**src/rtl/wt_mem_arbiter_if.sv**
```systemverilog
// Client-side and memory-side bus bundle for wt_mem_arbiter.
// Performance counter signals exist only when WT_MEM_ARB_PERF_EN is defined.
interface wt_mem_arbiter_if #(
  parameter int NumPorts      = 3,
  parameter int ReqWidth      = 128,
  parameter int RtrnWidth     = 128,
  parameter int ClientIdWidth = 2,
  parameter int MaxTx         = 4
);
  localparam int MemIdWidth = $clog2(MaxTx);

  logic [NumPorts-1:0]                    req_i;
  logic [NumPorts-1:0][ReqWidth-1:0]      req_data_i;
  logic [NumPorts-1:0][ClientIdWidth-1:0] req_id_i;
  logic [NumPorts-1:0]                    ack_o;
  logic                                   mem_req_o;
  logic [ReqWidth-1:0]                    mem_data_o;
  logic [MemIdWidth-1:0]                  mem_id_o;
  logic                                   mem_ack_i;
  logic                                   mem_rtrn_vld_i;
  logic [MemIdWidth-1:0]                  mem_rtrn_id_i;
  logic [RtrnWidth-1:0]                   mem_rtrn_data_i;
  logic [NumPorts-1:0]                    rtrn_vld_o;
  logic [ClientIdWidth-1:0]               rtrn_id_o;
  logic [RtrnWidth-1:0]                   rtrn_data_o;
  logic                                   busy_o;
  logic                                   err_o;
`ifdef WT_MEM_ARB_PERF_EN
  logic [NumPorts-1:0][31:0]              perf_grant_cnt_o;
  logic [31:0]                            perf_full_cnt_o;

  modport slave (
    input  req_i, req_data_i, req_id_i, mem_ack_i, mem_rtrn_vld_i, mem_rtrn_id_i, mem_rtrn_data_i,
    output ack_o, mem_req_o, mem_data_o, mem_id_o, rtrn_vld_o, rtrn_id_o, rtrn_data_o, busy_o, err_o,
    output perf_grant_cnt_o, perf_full_cnt_o
  );
  modport master (
    output req_i, req_data_i, req_id_i, mem_ack_i, mem_rtrn_vld_i, mem_rtrn_id_i, mem_rtrn_data_i,
    input  ack_o, mem_req_o, mem_data_o, mem_id_o, rtrn_vld_o, rtrn_id_o, rtrn_data_o, busy_o, err_o,
    input  perf_grant_cnt_o, perf_full_cnt_o
  );
`else
  modport slave (
    input  req_i, req_data_i, req_id_i, mem_ack_i, mem_rtrn_vld_i, mem_rtrn_id_i, mem_rtrn_data_i,
    output ack_o, mem_req_o, mem_data_o, mem_id_o, rtrn_vld_o, rtrn_id_o, rtrn_data_o, busy_o, err_o
  );
  modport master (
    output req_i, req_data_i, req_id_i, mem_ack_i, mem_rtrn_vld_i, mem_rtrn_id_i, mem_rtrn_data_i,
    input  ack_o, mem_req_o, mem_data_o, mem_id_o, rtrn_vld_o, rtrn_id_o, rtrn_data_o, busy_o, err_o
  );
`endif
endinterface

```
**src/rtl/wt_mem_arbiter.sv**
```systemverilog
// N-port round-robin memory arbiter with client-ID to slot remapping and return routing.
// Define WT_MEM_ARB_PERF_EN to add per-port grant and table-full stall counters.
module wt_mem_arbiter #(
  parameter int NumPorts      = 3,
  parameter int ReqWidth      = 128,
  parameter int RtrnWidth     = 128,
  parameter int ClientIdWidth = 2,
  parameter int MaxTx         = 4
) (
  input  logic            clk_i,
  input  logic            rst_ni,
  wt_mem_arbiter_if.slave bus
);
  localparam int MemIdWidth = $clog2(MaxTx);
  localparam int PortWidth  = $clog2(NumPorts);

  logic                                  stage_vld_q, stage_vld_d;
  logic [ReqWidth-1:0]                   stage_data_q, stage_data_d;
  logic [MemIdWidth-1:0]                 stage_id_q, stage_id_d;
  logic [PortWidth-1:0]                  rr_ptr_q, rr_ptr_d;
  logic [MaxTx-1:0]                      slot_busy_q, slot_busy_d;
  logic [MaxTx-1:0][PortWidth-1:0]       slot_port_q, slot_port_d;
  logic [MaxTx-1:0][ClientIdWidth-1:0]   slot_cid_q, slot_cid_d;
  logic [NumPorts-1:0]                   rtrn_vld_q, rtrn_vld_d;
  logic [ClientIdWidth-1:0]              rtrn_id_q, rtrn_id_d;
  logic [RtrnWidth-1:0]                  rtrn_data_q, rtrn_data_d;
  logic                                  err_q, err_d;

  logic                  any_req;
  logic                  any_free;
  logic                  load;
  logic [PortWidth-1:0]  winner;
  logic [MemIdWidth-1:0] free_idx;
  logic [NumPorts-1:0]   ack;

  // First requester at or after the pointer, wrapping around the port list.
  always_comb begin
    int   p;
    logic found;
    p      = 0;
    found  = 1'b0;
    winner = rr_ptr_q;
    for (int i = 0; i < NumPorts; i++) begin
      p = int'(rr_ptr_q) + i;
      if (p >= NumPorts) p = p - NumPorts;
      if (!found && bus.req_i[p]) begin
        found  = 1'b1;
        winner = PortWidth'(p);
      end
    end
  end

  always_comb begin
    free_idx = '0;
    for (int s = MaxTx - 1; s >= 0; s--) begin
      if (!slot_busy_q[s]) free_idx = MemIdWidth'(s);
    end
  end

  // Allocation looks only at the registered free vector, so a slot freed by
  // this cycle's return becomes allocatable one cycle later.
  assign any_req  = |bus.req_i;
  assign any_free = ~&slot_busy_q;
  assign load     = (!stage_vld_q || bus.mem_ack_i) && any_req && any_free;

  always_comb begin
    stage_vld_d  = stage_vld_q;
    stage_data_d = stage_data_q;
    stage_id_d   = stage_id_q;
    rr_ptr_d     = rr_ptr_q;
    slot_busy_d  = slot_busy_q;
    slot_port_d  = slot_port_q;
    slot_cid_d   = slot_cid_q;
    rtrn_vld_d   = '0;
    rtrn_id_d    = rtrn_id_q;
    rtrn_data_d  = rtrn_data_q;
    err_d        = 1'b0;
    ack          = '0;

    if (bus.mem_rtrn_vld_i) begin
      if (slot_busy_q[bus.mem_rtrn_id_i]) begin
        rtrn_vld_d[slot_port_q[bus.mem_rtrn_id_i]] = 1'b1;
        rtrn_id_d                                  = slot_cid_q[bus.mem_rtrn_id_i];
        rtrn_data_d                                = bus.mem_rtrn_data_i;
        slot_busy_d[bus.mem_rtrn_id_i]             = 1'b0;
      end else begin
        err_d = 1'b1;
      end
    end

    if (load) begin
      ack[winner]           = 1'b1;
      stage_vld_d           = 1'b1;
      stage_data_d          = bus.req_data_i[winner];
      stage_id_d            = free_idx;
      slot_busy_d[free_idx] = 1'b1;
      slot_port_d[free_idx] = winner;
      slot_cid_d[free_idx]  = bus.req_id_i[winner];
      rr_ptr_d              = (winner == PortWidth'(NumPorts - 1)) ? '0 : winner + 1'b1;
    end else if (bus.mem_ack_i) begin
      stage_vld_d = 1'b0;
    end
  end

  always_ff @(posedge clk_i or negedge rst_ni) begin
    if (!rst_ni) begin
      stage_vld_q  <= 1'b0;
      stage_data_q <= '0;
      stage_id_q   <= '0;
      rr_ptr_q     <= '0;
      slot_busy_q  <= '0;
      slot_port_q  <= '0;
      slot_cid_q   <= '0;
      rtrn_vld_q   <= '0;
      rtrn_id_q    <= '0;
      rtrn_data_q  <= '0;
      err_q        <= 1'b0;
    end else begin
      stage_vld_q  <= stage_vld_d;
      stage_data_q <= stage_data_d;
      stage_id_q   <= stage_id_d;
      rr_ptr_q     <= rr_ptr_d;
      slot_busy_q  <= slot_busy_d;
      slot_port_q  <= slot_port_d;
      slot_cid_q   <= slot_cid_d;
      rtrn_vld_q   <= rtrn_vld_d;
      rtrn_id_q    <= rtrn_id_d;
      rtrn_data_q  <= rtrn_data_d;
      err_q        <= err_d;
    end
  end

  assign bus.ack_o       = ack;
  assign bus.mem_req_o   = stage_vld_q;
  assign bus.mem_data_o  = stage_data_q;
  assign bus.mem_id_o    = stage_id_q;
  assign bus.rtrn_vld_o  = rtrn_vld_q;
  assign bus.rtrn_id_o   = rtrn_id_q;
  assign bus.rtrn_data_o = rtrn_data_q;
  assign bus.err_o       = err_q;
  assign bus.busy_o      = (|slot_busy_q) || stage_vld_q;

`ifdef WT_MEM_ARB_PERF_EN
  logic [31:0] full_cnt_q, full_cnt_d;

  for (genvar gi = 0; gi < NumPorts; gi++) begin : g_grant_cnt
    logic [31:0] cnt_q, cnt_d;

    always_comb begin
      cnt_d = cnt_q;
      if (load && (winner == PortWidth'(gi)) && (cnt_q != '1)) cnt_d = cnt_q + 32'd1;
    end

    always_ff @(posedge clk_i or negedge rst_ni) begin
      if (!rst_ni) cnt_q <= '0;
      else         cnt_q <= cnt_d;
    end

    assign bus.perf_grant_cnt_o[gi] = cnt_q;
  end

  always_comb begin
    full_cnt_d = full_cnt_q;
    if (any_req && !any_free && (full_cnt_q != '1)) full_cnt_d = full_cnt_q + 32'd1;
  end

  always_ff @(posedge clk_i or negedge rst_ni) begin
    if (!rst_ni) full_cnt_q <= '0;
    else         full_cnt_q <= full_cnt_d;
  end

  assign bus.perf_full_cnt_o = full_cnt_q;
`endif
endmodule
```
**src/flat_wrapper.sv**
```systemverilog
// flat-port wrapper written by rule: the top's interface ports become plain ports
module wt_mem_arbiter_flat 
#(
  parameter int NumPorts      = 3,
  parameter int ReqWidth      = 128,
  parameter int RtrnWidth     = 128,
  parameter int ClientIdWidth = 2,
  parameter int MaxTx         = 4
)
  (clk_i, rst_ni, bus_req_i, bus_req_data_i, bus_req_id_i, bus_mem_ack_i, bus_mem_rtrn_vld_i, bus_mem_rtrn_id_i, bus_mem_rtrn_data_i, bus_ack_o, bus_mem_req_o, bus_mem_data_o, bus_mem_id_o, bus_rtrn_vld_o, bus_rtrn_id_o, bus_rtrn_data_o, bus_busy_o, bus_err_o);
  wt_mem_arbiter_if #(.NumPorts(NumPorts), .ReqWidth(ReqWidth), .RtrnWidth(RtrnWidth), .ClientIdWidth(ClientIdWidth), .MaxTx(MaxTx)) bus_i ();
  input  logic clk_i;
  input  logic rst_ni;
  input wire logic [$bits(bus_i.req_i)-1:0] bus_req_i;
  input wire logic [$bits(bus_i.req_data_i)-1:0] bus_req_data_i;
  input wire logic [$bits(bus_i.req_id_i)-1:0] bus_req_id_i;
  input wire logic [$bits(bus_i.mem_ack_i)-1:0] bus_mem_ack_i;
  input wire logic [$bits(bus_i.mem_rtrn_vld_i)-1:0] bus_mem_rtrn_vld_i;
  input wire logic [$bits(bus_i.mem_rtrn_id_i)-1:0] bus_mem_rtrn_id_i;
  input wire logic [$bits(bus_i.mem_rtrn_data_i)-1:0] bus_mem_rtrn_data_i;
  output wire logic [$bits(bus_i.ack_o)-1:0] bus_ack_o;
  output wire logic [$bits(bus_i.mem_req_o)-1:0] bus_mem_req_o;
  output wire logic [$bits(bus_i.mem_data_o)-1:0] bus_mem_data_o;
  output wire logic [$bits(bus_i.mem_id_o)-1:0] bus_mem_id_o;
  output wire logic [$bits(bus_i.rtrn_vld_o)-1:0] bus_rtrn_vld_o;
  output wire logic [$bits(bus_i.rtrn_id_o)-1:0] bus_rtrn_id_o;
  output wire logic [$bits(bus_i.rtrn_data_o)-1:0] bus_rtrn_data_o;
  output wire logic [$bits(bus_i.busy_o)-1:0] bus_busy_o;
  output wire logic [$bits(bus_i.err_o)-1:0] bus_err_o;
  assign bus_i.req_i = bus_req_i;
  assign bus_i.req_data_i = bus_req_data_i;
  assign bus_i.req_id_i = bus_req_id_i;
  assign bus_i.mem_ack_i = bus_mem_ack_i;
  assign bus_i.mem_rtrn_vld_i = bus_mem_rtrn_vld_i;
  assign bus_i.mem_rtrn_id_i = bus_mem_rtrn_id_i;
  assign bus_i.mem_rtrn_data_i = bus_mem_rtrn_data_i;
  assign bus_ack_o = bus_i.ack_o;
  assign bus_mem_req_o = bus_i.mem_req_o;
  assign bus_mem_data_o = bus_i.mem_data_o;
  assign bus_mem_id_o = bus_i.mem_id_o;
  assign bus_rtrn_vld_o = bus_i.rtrn_vld_o;
  assign bus_rtrn_id_o = bus_i.rtrn_id_o;
  assign bus_rtrn_data_o = bus_i.rtrn_data_o;
  assign bus_busy_o = bus_i.busy_o;
  assign bus_err_o = bus_i.err_o;
  wt_mem_arbiter #(.NumPorts(NumPorts), .ReqWidth(ReqWidth), .RtrnWidth(RtrnWidth), .ClientIdWidth(ClientIdWidth), .MaxTx(MaxTx)) u_core (.clk_i(clk_i), .rst_ni(rst_ni), .bus(bus_i));
endmodule
```
**config.mk**
```make
export PLATFORM = sky130hd
export DESIGN_NAME = wt_mem_arbiter_flat
export DESIGN_NICKNAME = d
export VERILOG_FILES = /design/src/rtl/wt_mem_arbiter_if.sv /design/src/rtl/wt_mem_arbiter.sv /design/src/flat_wrapper.sv
export SDC_FILE = /design/constraint.sdc
export NUM_CORES = 1
export LEC_CHECK = 0
export BUFFER_PORTS_ARGS = -buffer_cell sky130_fd_sc_hd__buf_2
export CAP_MARGIN = 40
export CORE_AREA = 2 2 308 310
export DETAILED_ROUTE_END_ITERATION = 7
export DIE_AREA = 0 0 310 312
export GPL_TIMING_DRIVEN = 0
export SYNTH_ARGS = -nofsm -noshare
export SYNTH_HDL_FRONTEND = slang
export SYNTH_SLANG_ARGS = --single-unit
```
**constraint.sdc**
```tcl
create_clock -name clk_i -period 4.25 [get_ports clk_i]
set_input_delay 0.2125 -clock clk_i [delete_from_list [all_inputs] [get_ports clk_i]]
set_output_delay 0.2125 -clock clk_i [all_outputs]
set_load 0.05 [all_outputs]
```
==> metrics list, run 1 <==
- Result of the run: finished clean
- The first detailed-routing pass took 5 iterations.
- The congestion estimate from routability-driven global placement came to 0.8893.
- The biggest area contributor in the post-synthesis netlist is sky130_fd_sc_hd__dfrtp_1.
* Number of buffers added for setup after CTS: 0
* Number of buffers between clock root and the deepest sink: 3
- Initial antenna violation count: 31
- The final number of hold-violating endpoints came to 0.
- Total power: about 0.023 W
- Area of the multi-input gates: approximately 6000 µm²
* Top fanout value on the critical path: 11
- For this configuration, the core starts out at a cell density of 15.03%.
- DRC violation total after the first TritonRoute iteration: 833
- Synthesized net count: 1667
* Number of sinks driven by the clock tree: 287
- Reg2Reg Setup Slack: around 270 ps
* Startpoint type of the worst setup path: register
- The number of max-slew violations in the final report is 0.
- The critical path in this run is classified as reg -> out.
- In the synthesized netlist the async set-or-reset flop fraction comes to 100.0%.
* Total congestion overflow after global routing: 0
- Complex-gate fraction of the synthesized area: 15.12%
* Die Y: 312 µm
- Clock-pin slew was measured on the worst setup and hold paths at about 50 ps.
* Clock root buffer: sky130_fd_sc_hd__clkbuf_16
* Commonest non-fill, non-tap cell in the layout: sky130_fd_sc_hd__buf_2
* Post-DP HPWL: 54580 µm
- Nets@finish: 2892
- Of the total synthesized cell area, the portion taken by XOR and XNOR cells is 0%.
- The tool flagged a number of max-cap violations equal to 0.
* Share of synthesized cell area in and, or, nand and nor gates: 5.591%
- IR analysis of the VDD net gives a maximum drop of 430.5 µV.
- Number of distinct library cells after synthesis: 38
* Area of the mapped netlist: 13990 µm²
* Final Routed Wirelength: 70510 µm
- The synthesized netlist devotes 0.3578% of its cell area to adder and majority cells.
* Termination of the worst setup path: bus_ack_o[1]
- Post-synthesis average cell area: around 12 µm²
* Number of top-level pins: 796
* CTS Buf Count: 37
- After detailed routing, the number of vias per cell comes to 3.878.
- Post-synthesis sequential element count: 287
- Largest cells by area after synthesis: sky130_fd_sc_hd__dfrtp_1 51%, sky130_fd_sc_hd__o221ai_2 12%, sky130_fd_sc_hd__mux2_2 11%
- Number of global-route vias before repair: about 15000
- Source-to-sink clock delay at the later pin of the worst-skew pair: 560 ps
- The most critical setup path has its startpoint at u_core.rr_ptr_q[1].
- The min-delay analysis places its worst path in the category in -> reg.
* Number of fill cells in the layout: between 9000 and 10000
- The routed layout has 14149 vias.
- Crit path required time: 4040 ps
- Headroom to the max-slew limit came out at 40.10%.
* Signal arrival time at the worst endpoint: between 3000 and 4000 ps
- Leakage: about 12 nW
* Setup-failing EPs final: 0
- TritonCTS built the clock tree.
- CP endpoint kind: output port
* Power per unit of standard cell area: 935.8 nW/µm²
- The worst register-to-register path has a depth of 12.
- First-pass GRT wire length: 98100 µm
- The die is around 310 µm wide.
- The core region is 93050 µm².
- Timing would allow up to 248.0 MHz.
* Most used flip-flop cell after synthesis: sky130_fd_sc_hd__dfrtp_1
* Detail-routed net length per standard cell: 19.32 µm
- Post-synthesis sequential area ratio: 51.35%
* Fraction of layout cells with a size suffix above 1: 48.18%
- RR Endpoint: u_core.bus.mem_data_o[58]
- After detailed routing, the number of remaining DRC violations is 0.
- Pin count of the biggest net entering global routing: 105
- Critical R2R Launch: u_core.rr_ptr_q[1]
* Area share of the largest cell type after synthesis: 51.35%
- Counting every instance in the synthesized netlist gives 1136.
* Max H-tree Level: 2
* Port Buffer Count: 793
* Clock Skews: between 15 and 20 ps
- After floorplanning, the core was divided into 112 placement rows.
- Setup repair after global routing left no endpoint under its margin.
- Once detail routing completed, the nets flagged for antenna violations numbered 0.
- During synthesis, Yosys emitted a total of 0 warnings.
- Dominant combinational cell family by area after synthesis: multiplexers
- Global-route usage over all layers: 13.77%
* Final worst-path cycle share: 94.87%
- Counting flops with a built-in enable in the synthesized netlist gives 0.
- Across the whole layout, storage elements account for 7182 µm².
- Most used cells in the layout excluding fill and tap cells: 815 x sky130_fd_sc_hd__buf_2, 381 x sky130_fd_sc_hd__dlygate4sd3_1, 287 x sky130_fd_sc_hd__dfrtp_1, 158 x sky130_fd_sc_hd__nand2_1, 136 x sky130_fd_sc_hd__inv_1
- Measured against the total synthesized area, the mux share comes to 20.94%.
- The area growth from synthesis to layout is 77.76%.
* Worst Tran Pin Value: 898.6 ps
* Worst hold slack: 37.32 ps
- Subtracting the final worst setup slack from the clock period gives about 4000 ps.
* Area of the die: about 97000 µm²
metal layers:
metal / share of wire [%] / vias to the layer above / track usage, % / routed length (µm)
li1: - / 6484 / - / -
met1: 41 / 6857 / 16.32 / 28600
met2: 47 / 650 / 23.04 / 33120
met3: 8.1 / 142 / 3.865 / 5744
met4: 4.2 / 16 / 6.181 / 2952
met5: 0.14 / - / 0 / 96
cell type report:
class	count	area share, %
timing repair buffer	1186	32.05
sequential	287	28.88
buffer	76	1.711
antenna	8	0.08052
multi-input combinational	637	23.66
tap	1254	6.310
clock buffer	51	4.262
inverter	136	2.053
clock inverter	14	0.9913
through the flow:
step	cells	TNS [ps]	worst slack (ps)	cell area, µm²	utilization (%)
4_1_cts	3641	0	74.74	24840	26.69
6_report	3649	0	218.0	24860	26.72
3_5_place_dp	3195	0	27.26	19710	21.19
5_1_grt	3645	0	16.52	24850	26.71
2_1_floorplan	1136	0	1253	13990	-
3_3_place_gp	3183	-855440	-3036	19530	20.98
state kept, by name, summed over array words and instances (netlist names):
register / count
u_core.slot_busy_q: 4
u_core.bus.err_o: 1
u_core.bus.rtrn_id_o: 2
u_core.bus.rtrn_vld_o: 3
u_core.rr_ptr_q: 2
u_core.slot_port_q: 8
u_core.bus.rtrn_data_o: 128
u_core.bus.mem_req_o: 1
u_core.bus.mem_data_o: 128
u_core.slot_cid_q: 8
u_core.bus.mem_id_o: 2
synth_stat cells, types with 13 or more instances:
| cell type | number |
|---|---|
| sky130_fd_sc_hd__buf_6 | 14 |
| sky130_fd_sc_hd__dfrtp_1 | 287 |
| sky130_fd_sc_hd__inv_1 | 136 |
| sky130_fd_sc_hd__buf_1 | 14 |
| sky130_fd_sc_hd__buf_2 | 23 |
| sky130_fd_sc_hd__mux2i_1 | 134 |
| sky130_fd_sc_hd__o221ai_1 | 19 |
| sky130_fd_sc_hd__o221ai_2 | 109 |
| sky130_fd_sc_hd__o21ai_0 | 13 |
| sky130_fd_sc_hd__clkbuf_1 | 25 |
| sky130_fd_sc_hd__mux2_2 | 131 |
| sky130_fd_sc_hd__nand2_1 | 158 |
worst min-delay path by stage:
stage               depth (start not counted)               startpoint  slack (ps)                         end
floorplan                                   0                   rst_ni         -80            u_core.bus.err_o
global placement                            2  bus_mem_rtrn_data_i[76]         440  u_core.bus.rtrn_data_o[76]
detailed placement                          1                   rst_ni         300   u_core.bus.mem_data_o[87]
CTS                                         3        bus_req_data_i[3]           1    u_core.bus.mem_data_o[3]
global route                                3        bus_req_data_i[3]           6    u_core.bus.mem_data_o[3]
finish                                      3        bus_req_data_i[3]          40    u_core.bus.mem_data_o[3]
critical path, cell delays in order, from the launching register on:
cell	delay, ps
sky130_fd_sc_hd__dfrtp_1	410
sky130_fd_sc_hd__inv_1	100
sky130_fd_sc_hd__ha_1	280
sky130_fd_sc_hd__mux2i_1	340
sky130_fd_sc_hd__o22a_1	240
sky130_fd_sc_hd__o311a_1	220
sky130_fd_sc_hd__o22a_1	200
sky130_fd_sc_hd__buf_2	170
sky130_fd_sc_hd__buf_4	300
sky130_fd_sc_hd__buf_2	440
sky130_fd_sc_hd__inv_1	150
sky130_fd_sc_hd__nor2_1	110
sky130_fd_sc_hd__buf_2	290
power by group:
group | internal, W | switching, W | total, W
registers | 0.00413 | 0.000767 | 0.00490
logic | 0.00528 | 0.00966 | 0.0149
clock network | 0.00211 | 0.00131 | 0.00342
total | 0.0115 | 0.0117 | 0.0233
cells by family after synthesis:
logic type | count (synthesis)
adders and majority gates | 4
and+or+nand+nor | 189
buffers and inverters | 212
DFF | 287
muxes | 270
AOI/OAI and AO/OA | 174
timing repair:
item,in CTS,in global routing
hold buffers,381,0
pin swaps,0,0
gates cloned,0,0
resized for setup,1,2
setup endpoints to repair,1,10
hold endpoints to repair,357,0
Note: power is estimated with default switching activity, not from simulation.
==> run 2: changes to the inputs <==
--- a/config.mk
+++ b/config.mk
@@ -6,7 +6,7 @@
 export NUM_CORES = 1
 export LEC_CHECK = 0
 export BUFFER_PORTS_ARGS = -buffer_cell sky130_fd_sc_hd__buf_2
-export CAP_MARGIN = 40
+export CAP_MARGIN = 10
 export CORE_AREA = 2 2 308 310
 export DETAILED_ROUTE_END_ITERATION = 7
 export DIE_AREA = 0 0 310 312
==> constraint.sdc (replaced) <==
create_clock -name clk_i -period 5 [get_ports clk_i]
set_input_delay 0.25 -clock clk_i [delete_from_list [all_inputs] [get_ports clk_i]]
set_output_delay 0.25 -clock clk_i [all_outputs]
set_load 0.05 [all_outputs]
==> metrics list, run 2 (synthesis results as in run 1) <==
- STA classifies the critical path startpoint as a register.
* Clock root buffer: sky130_fd_sc_hd__clkbuf_16
* Commonest non-fill, non-tap cell in the layout: sky130_fd_sc_hd__buf_2
- The area growth from synthesis to layout is 72.36%.
- The number of placed instances, taps included, is 3185.
- Clock Skews: 24.06 ps
- The core region is about 93000 µm².
- Pre-CTS setup slack: 777.0 ps
- Min cycle time layout: 4688 ps
* Area of the multi-input gates: 5876 µm²
- Leakage: 11.60 nW
* Number of buffers between clock root and the deepest sink: 3
* Worst setup path class: reg -> reg
* Number of fill cells in the layout: between 9000 and 10000
* Total congestion overflow after global routing: 0
- Dividing the detail-routed wire length by the instance count gives 19.57 µm.
- Hold repair after CTS inserted 327 buffers.
- TritonCTS built the clock tree.
- Setup repair after global routing left no endpoint under its margin.
- Cell internal power was estimated by the tool at 0.009197 W.
* Number of top-level pins: 796
- Summing all placed instances gives a cell area of about 20000 µm².
* Max Clk Rate: roughly 210 MHz
- The first global-routing pass estimated 97900 µm of wire.
- Cells with a size suffix above 1 make up 48.97% of the layout.
* Post-route standard cell area excluding fillers: 24110 µm²
- During placement, the flow inserted port buffers numbering 793.
- The die covers 96720 µm².
- Number of global-route vias before repair: about 15000
- Detailed-route via count: 14025
- For the worst flop-to-flop path, the logic depth is 13.
- Power per unit of standard cell area: 790.3 nW/µm²
- Detail Route Antenna Nets: 0
- Number of buffers added for setup after CTS: 0
- Std-Cell Rows: 112
- At the pin with the least slew margin, the transition time is 1223 ps.
* Most used cells in the layout excluding fill and tap cells: 816 x sky130_fd_sc_hd__buf_2, 327 x sky130_fd_sc_hd__dlygate4sd3_1, 287 x sky130_fd_sc_hd__dfrtp_1, 158 x sky130_fd_sc_hd__nand2_1, 136 x sky130_fd_sc_hd__inv_1
* Result of the run: finished clean
- Counting stages on the worst path, the most repeated cell is sky130_fd_sc_hd__buf_2.
- Sequential Power Share: 21.8%
- The first TritonRoute pass finished after 5 iterations.
* Horizontal die dimension: between 300 and 400 µm
- Power share of the clock group: between 10% and 20%
- The final number of hold-violating endpoints was 0.
* Post-detailed-route via-to-cell ratio: 3.914
- Net switching component of the power: approximately 0.01 W
* Initial antenna violation count: 27
* Util after Layout: 25.91%
* Die Y: 312 µm
- Final Slew Violations: 0
- Setup violations remaining at the end of the flow were counted as 0.
- Number of sinks driven by the clock tree: about 290
- Starting density of the core: 15.03%
- Pin count of the biggest net entering global routing: 105
- STA puts the critical path data arrival time at a little over 5000 ps.
- Max-cap violations in this run came to 0.
- DRC errors left: 0
- For this run, the slowest stage of the critical path takes 680 ps.
- Along the worst hold path, the cell count comes to 2.
* Critical-path cell with the highest stage delay: sky130_fd_sc_hd__buf_2
* CP endpoint kind: register
* DRC violation total after the first TritonRoute iteration: 780
- Final Routed Wirelength: 70120 µm
- Quantity of gates resized following cts: 0
- IR analysis of the VDD net gives a maximum drop of 449.4 µV.
- In the final layout, flip-flops and latches occupy between 7000 and 8000 µm².
* Clock transition at the register clock pins on the worst setup and hold paths after CTS: 60 ps
- The HPWL after detailed placement is 54070 µm.
- Crit path required time: around 5400 ps
- Min setup slack post-route: 312.4 ps
* Net Sw Frac: 51.73%
- Worst hold-check path type: in -> reg
- Of the available clock period, the critical path in the final layout requires ~94%.
* Nets@finish: 2827
* Max-Slew Margin vs Limit: 18.45%
- At the end of routability-driven placement, the weighted congestion stood at around 0.89.
* Critical Path, Cell by Cell: inv_1 -> ha_1 -> mux2i_1 -> o22a_1 -> o311a_1 -> o22a_1 -> buf_2 -> buf_2 -> buf_2 -> mux2i_1 -> dlygate4sd3_1 -> o221ai_2 -> dlygate4sd3_1
- Max H-tree Level: 2
* Top fanout value on the critical path: 10
- Global-route usage over all layers: 13.80%
- Per report_power, the combinational group accounts for 63.7% of the total.
* CTS Buf Count: 36
- For the worst-skew pair, the clock arrives at the later sink with an insertion delay of 560 ps.
- The count of cells in the finished layout, fillers not included, comes to 3583.
- Total power: 0.01905 W
[run 2: final timing paths]
path,startpoint,endpoint,slack [ps]
min,bus_mem_rtrn_data_i[8],u_core.bus.rtrn_data_o[8],30
min in group asynchronous,rst_ni,u_core.bus.mem_id_o[0],270
max in group asynchronous,rst_ni,u_core.bus.rtrn_data_o[65],3680
max,u_core.rr_ptr_q[1],u_core.bus.mem_data_o[79],310
max reg2reg,u_core.rr_ptr_q[1],u_core.bus.mem_data_o[79],310
min reg2reg,u_core.bus.mem_data_o[36],u_core.bus.mem_data_o[36],480
[run 2: final cells by class]
cell class                      instances  share of cell area, %
Timing Repair Buffer                 1122                  30.31
Sequential cell                       287                  29.79
Multi-Input combinational cell        637                  24.37
Tap cell                             1254                  6.508
Clock buffer                           52                  4.318
Inverter                              136                  2.118
Buffer                                 76                  1.744
Clock inverter                         12                 0.7681
Antenna cell                            7                0.07266
[run 2: routing by layer]
layer / track usage (%) / share of wire [%] / vias to the layer above
li1: - / - / 6352
met1: 16.63 / 40 / 6833
met2: 22.97 / 47 / 686
met3: 3.730 / 8.5 / 140
met4: 5.929 / 4.3 / 14
met5: 0 / 0.15 / -
[run 2: power groups by stage]
stage	Sequential [W]	Clock [W]	Combinational (W)
2_1_floorplan	0.00782	0	0.00429
3_3_place_gp	0.00413	0	0.0112
3_5_place_dp	0.00414	0	0.0113
4_1_cts	0.00413	0.00285	0.0122
5_1_grt	0.00429	0.00293	0.0128
6_report	0.00416	0.00275	0.0121
[run 2: stage by stage]
step / setup TNS [ps] / hold slack [ps]
2_1_floorplan: 0 / -45.59
6_report: 0 / 25.41
5_1_grt: 0 / 10.10
3_5_place_dp: 0 / 337.6
4_1_cts: 0 / 0.5884
3_3_place_gp: -650930 / 457.8
[run 2: critical path: cells and delay by family, from the launching register on]
family,cells,cell delay [ps]
buf+inv,6,2570
fa+ha+maj,1,280
mux,2,580
compound gates,4,720
flops,1,410
==> run 3: changes to the inputs <==
--- a/config.mk
+++ b/config.mk
@@ -7,10 +7,13 @@
 export LEC_CHECK = 0
 export BUFFER_PORTS_ARGS = -buffer_cell sky130_fd_sc_hd__buf_2
 export CAP_MARGIN = 10
+export CELL_PAD_IN_SITES_DETAIL_PLACEMENT = 1
+export CELL_PAD_IN_SITES_GLOBAL_PLACEMENT = 1
 export CORE_AREA = 2 2 308 310
 export DETAILED_ROUTE_END_ITERATION = 7
 export DIE_AREA = 0 0 310 312
 export GPL_TIMING_DRIVEN = 0
+export PLACE_DENSITY_LB_ADDON = 0.1
 export SYNTH_ARGS = -nofsm -noshare
 export SYNTH_HDL_FRONTEND = slang
 export SYNTH_SLANG_ARGS = --single-unit
==> metrics list, run 3 (synthesis results as in run 1) <==
- Result of the run: finished clean
- Max H-tree Level: 2
* Die Y: 312 µm
- Relative to the synthesized area, the layout overhead comes to 71.02%.
- Max Clk Rate: 214.1 MHz
- The pre-antenna-repair detailed-routing pass consisted of 4 iterations.
- Number of top-level pins: 796
- Summing over every cut layer, the via total after detailed routing is 13533.
* TritonCTS clock tree: done
* Util after Layout: 25.71%
* Detail Route Antenna Nets: 0
* Signal arrival time at the worst endpoint: between 5000 and 6000 ps
* Number of sinks driven by the clock tree: 287
- Crit path required time: 5430 ps
* Nets@finish: 2799
* CP endpoint kind: register
- The worst register-to-register path begins at u_core.rr_ptr_q[1].
- Routability-driven placement finished with a final weighted congestion of 0.7671.
* RR Endpoint: u_core.bus.mem_data_o[77]
- After detailed routing, the number of remaining DRC violations is 0.
- In this run the horizontal extent of the chip is 310 µm.
* Clock root buffer: sky130_fd_sc_hd__clkbuf_16
- The worst setup path is of the reg -> reg kind.
- Initial antenna violation count: 20
* Final Slew Violations: 0
- The first global-routing pass estimated 101300 µm of wire.
- The total overflow left after global routing is 0.
* Setup-failing EPs final: 0
* Clock transition at the register clock pins on the worst setup and hold paths after CTS: roughly 60 ps
- Pin count of the biggest net entering global routing: approximately 100
* Top fanout value on the critical path: 10
* Commonest non-fill, non-tap cell in the layout: sky130_fd_sc_hd__buf_2
* Min setup slack post-route: between 300 and 400 ps
- In the final layout, the share of cells above drive strength 1 is 49.78%.
- Counting cells, the worst reg-to-reg path comes to 13.
- Leakage: 11.50 nW
- Hold path cells: 3
- Core area: 93050 µm²
- Max-cap violations in this run came to 0.
- Power per unit of standard cell area: 782.9 nW/µm²
- The filler cells instantiated in the layout total 10848.
- DRC violation total after the first TritonRoute iteration: 404
- For this configuration, the core starts out at a cell density of between 10% and 20%.
- In the layout the commonest cells are 816 x sky130_fd_sc_hd__buf_2, 292 x sky130_fd_sc_hd__dlygate4sd3_1, 287 x sky130_fd_sc_hd__dfrtp_1, 158 x sky130_fd_sc_hd__nand2_1, 136 x sky130_fd_sc_hd__inv_1.
- The floorplan step defined a die boundary enclosing between 90000 and 100000 µm².
- RSZ-0062 raised after global routing: no
* Reg2Reg Setup Slack: roughly 330 ps
- IR analysis of the VDD net gives a maximum drop of roughly 300 µV.
* Global-route usage over all layers: 14.09%
- Detailed placement finished with a half-perimeter wire length of roughly 56000 µm.
* Crit path launch: u_core.rr_ptr_q[1]
- Counting along the longest clock path gives a buffer depth of 3.
- CTS Buf Count: 41
- Clock Skews: 20.74 ps
- The worst hold path begins at bus_req_data_i[83].
* Worst hold slack: 39.84 ps
- Startpoint type of the worst setup path: register
- Std-Cell Rows: 112
- Before CTS, the worst setup slack after placement is between 900 and 1000 ps.
* Worst Tran Pin Value: 1187 ps
* Worst hold-check path type: in -> reg
- The worst path uses 93.43% of the clock period.
* Final hold vios: 0
* Number of global-route vias before repair: 15429
* Source-to-sink clock delay at the later pin of the worst-skew pair: ~550 ps
- The routed design has 70710 µm of wire.
* Min cycle time layout: 4672 ps
* Post-detailed-route via-to-cell ratio: 3.798
* Max-Slew Margin vs Limit: 20.68%
* Port Buffer Count: around 790
* Hold worst-path end: u_core.bus.mem_data_o[83]
- Dividing the detail-routed wire length by the instance count gives slightly below 20 µm.
- Total negative slack for setup checks: 0 ps
run 3: cell types whose count changed in the layout (fill, tap and decap cells not counted), sizes merged:
cell         previous run  this run
buf                   846       848
clkbuf                 77        89
clkinvlp                1         0
diode                   7         9
bufinv                  4         2
inv                   137       139
dlygate4sd3           327       292
run 3: worst max path at each step:
stage / to / slack, ps
2_1_floorplan: bus_ack_o[1] / 1970
3_3_place_gp: u_core.bus.mem_data_o[112] / -2860
3_5_place_dp: u_core.bus.mem_data_o[88] / 940
4_1_cts: u_core.bus.mem_data_o[77] / 170
5_1_grt: u_core.bus.mem_data_o[77] / 40
6_report: u_core.bus.mem_data_o[77] / 330
run 3: power breakdown:
group,switching [W],internal (W)
registers,0.000626,0.00352
clock network,0.00116,0.00177
logic,0.00799,0.00367
total,0.00977,0.00896
run 3: through the flow:
| stage | power (W) | cells | instance area (µm²) |
|---|---|---|---|
| 2_1_floorplan | 0.01212 | 1136 | 13990 |
| 3_3_place_gp | 0.01552 | 3183 | 19530 |
| 3_5_place_dp | 0.01563 | 3187 | 19650 |
| 4_1_cts | 0.01917 | 3554 | 23900 |
| 5_1_grt | 0.01989 | 3559 | 23910 |
| 6_report | 0.01873 | 3563 | 23920 |
run 3: timing repair:
action,CTS,global route
setup buffers,0,0
hold buffers,292,0
gates resized for setup,0,0
hold endpoints to repair,359,0
run 3: final cells by class:
| type | instances | area [µm²] | area share [%] |
|---|---|---|---|
| clock buffer | 64 | 1212 | 5.069 |
| tap | 1254 | 1569 | 6.559 |
| inverter | 136 | 510.5 | 2.134 |
| timing repair buffer | 1089 | 7012 | 29.31 |
| antenna | 9 | 22.52 | 0.09415 |
| clock inverter | 11 | 116.4 | 0.4865 |
| multi-input combinational | 637 | 5876 | 24.56 |
| sequential | 287 | 7182 | 30.02 |
| buffer | 76 | 420.4 | 1.758 |
run 3: critical path: stages (launching register included):
cell and delay (ps):
sky130_fd_sc_hd__dfrtp_1 410, sky130_fd_sc_hd__inv_1 120, sky130_fd_sc_hd__ha_1 280, sky130_fd_sc_hd__mux2i_1 370, sky130_fd_sc_hd__o22a_1 240, sky130_fd_sc_hd__o311a_1 230
sky130_fd_sc_hd__o22a_1 160, sky130_fd_sc_hd__buf_2 200, sky130_fd_sc_hd__buf_2 550, sky130_fd_sc_hd__buf_2 510, sky130_fd_sc_hd__mux2i_1 220, sky130_fd_sc_hd__dlygate4sd3_1 580
sky130_fd_sc_hd__o221ai_2 90, sky130_fd_sc_hd__dlygate4sd3_1 570
run 3: routing by layer:
| layer | routed length, µm | track usage, % | share of wire [%] |
|---|---|---|---|
| met4 | 1636 | 3.568 | 2.3 |
| met5 | 142 | 0 | 0.20 |
| met3 | 5428 | 4.157 | 7.7 |
| met1 | 26810 | 15.39 | 38 |
| met2 | 36690 | 26.26 | 52 |
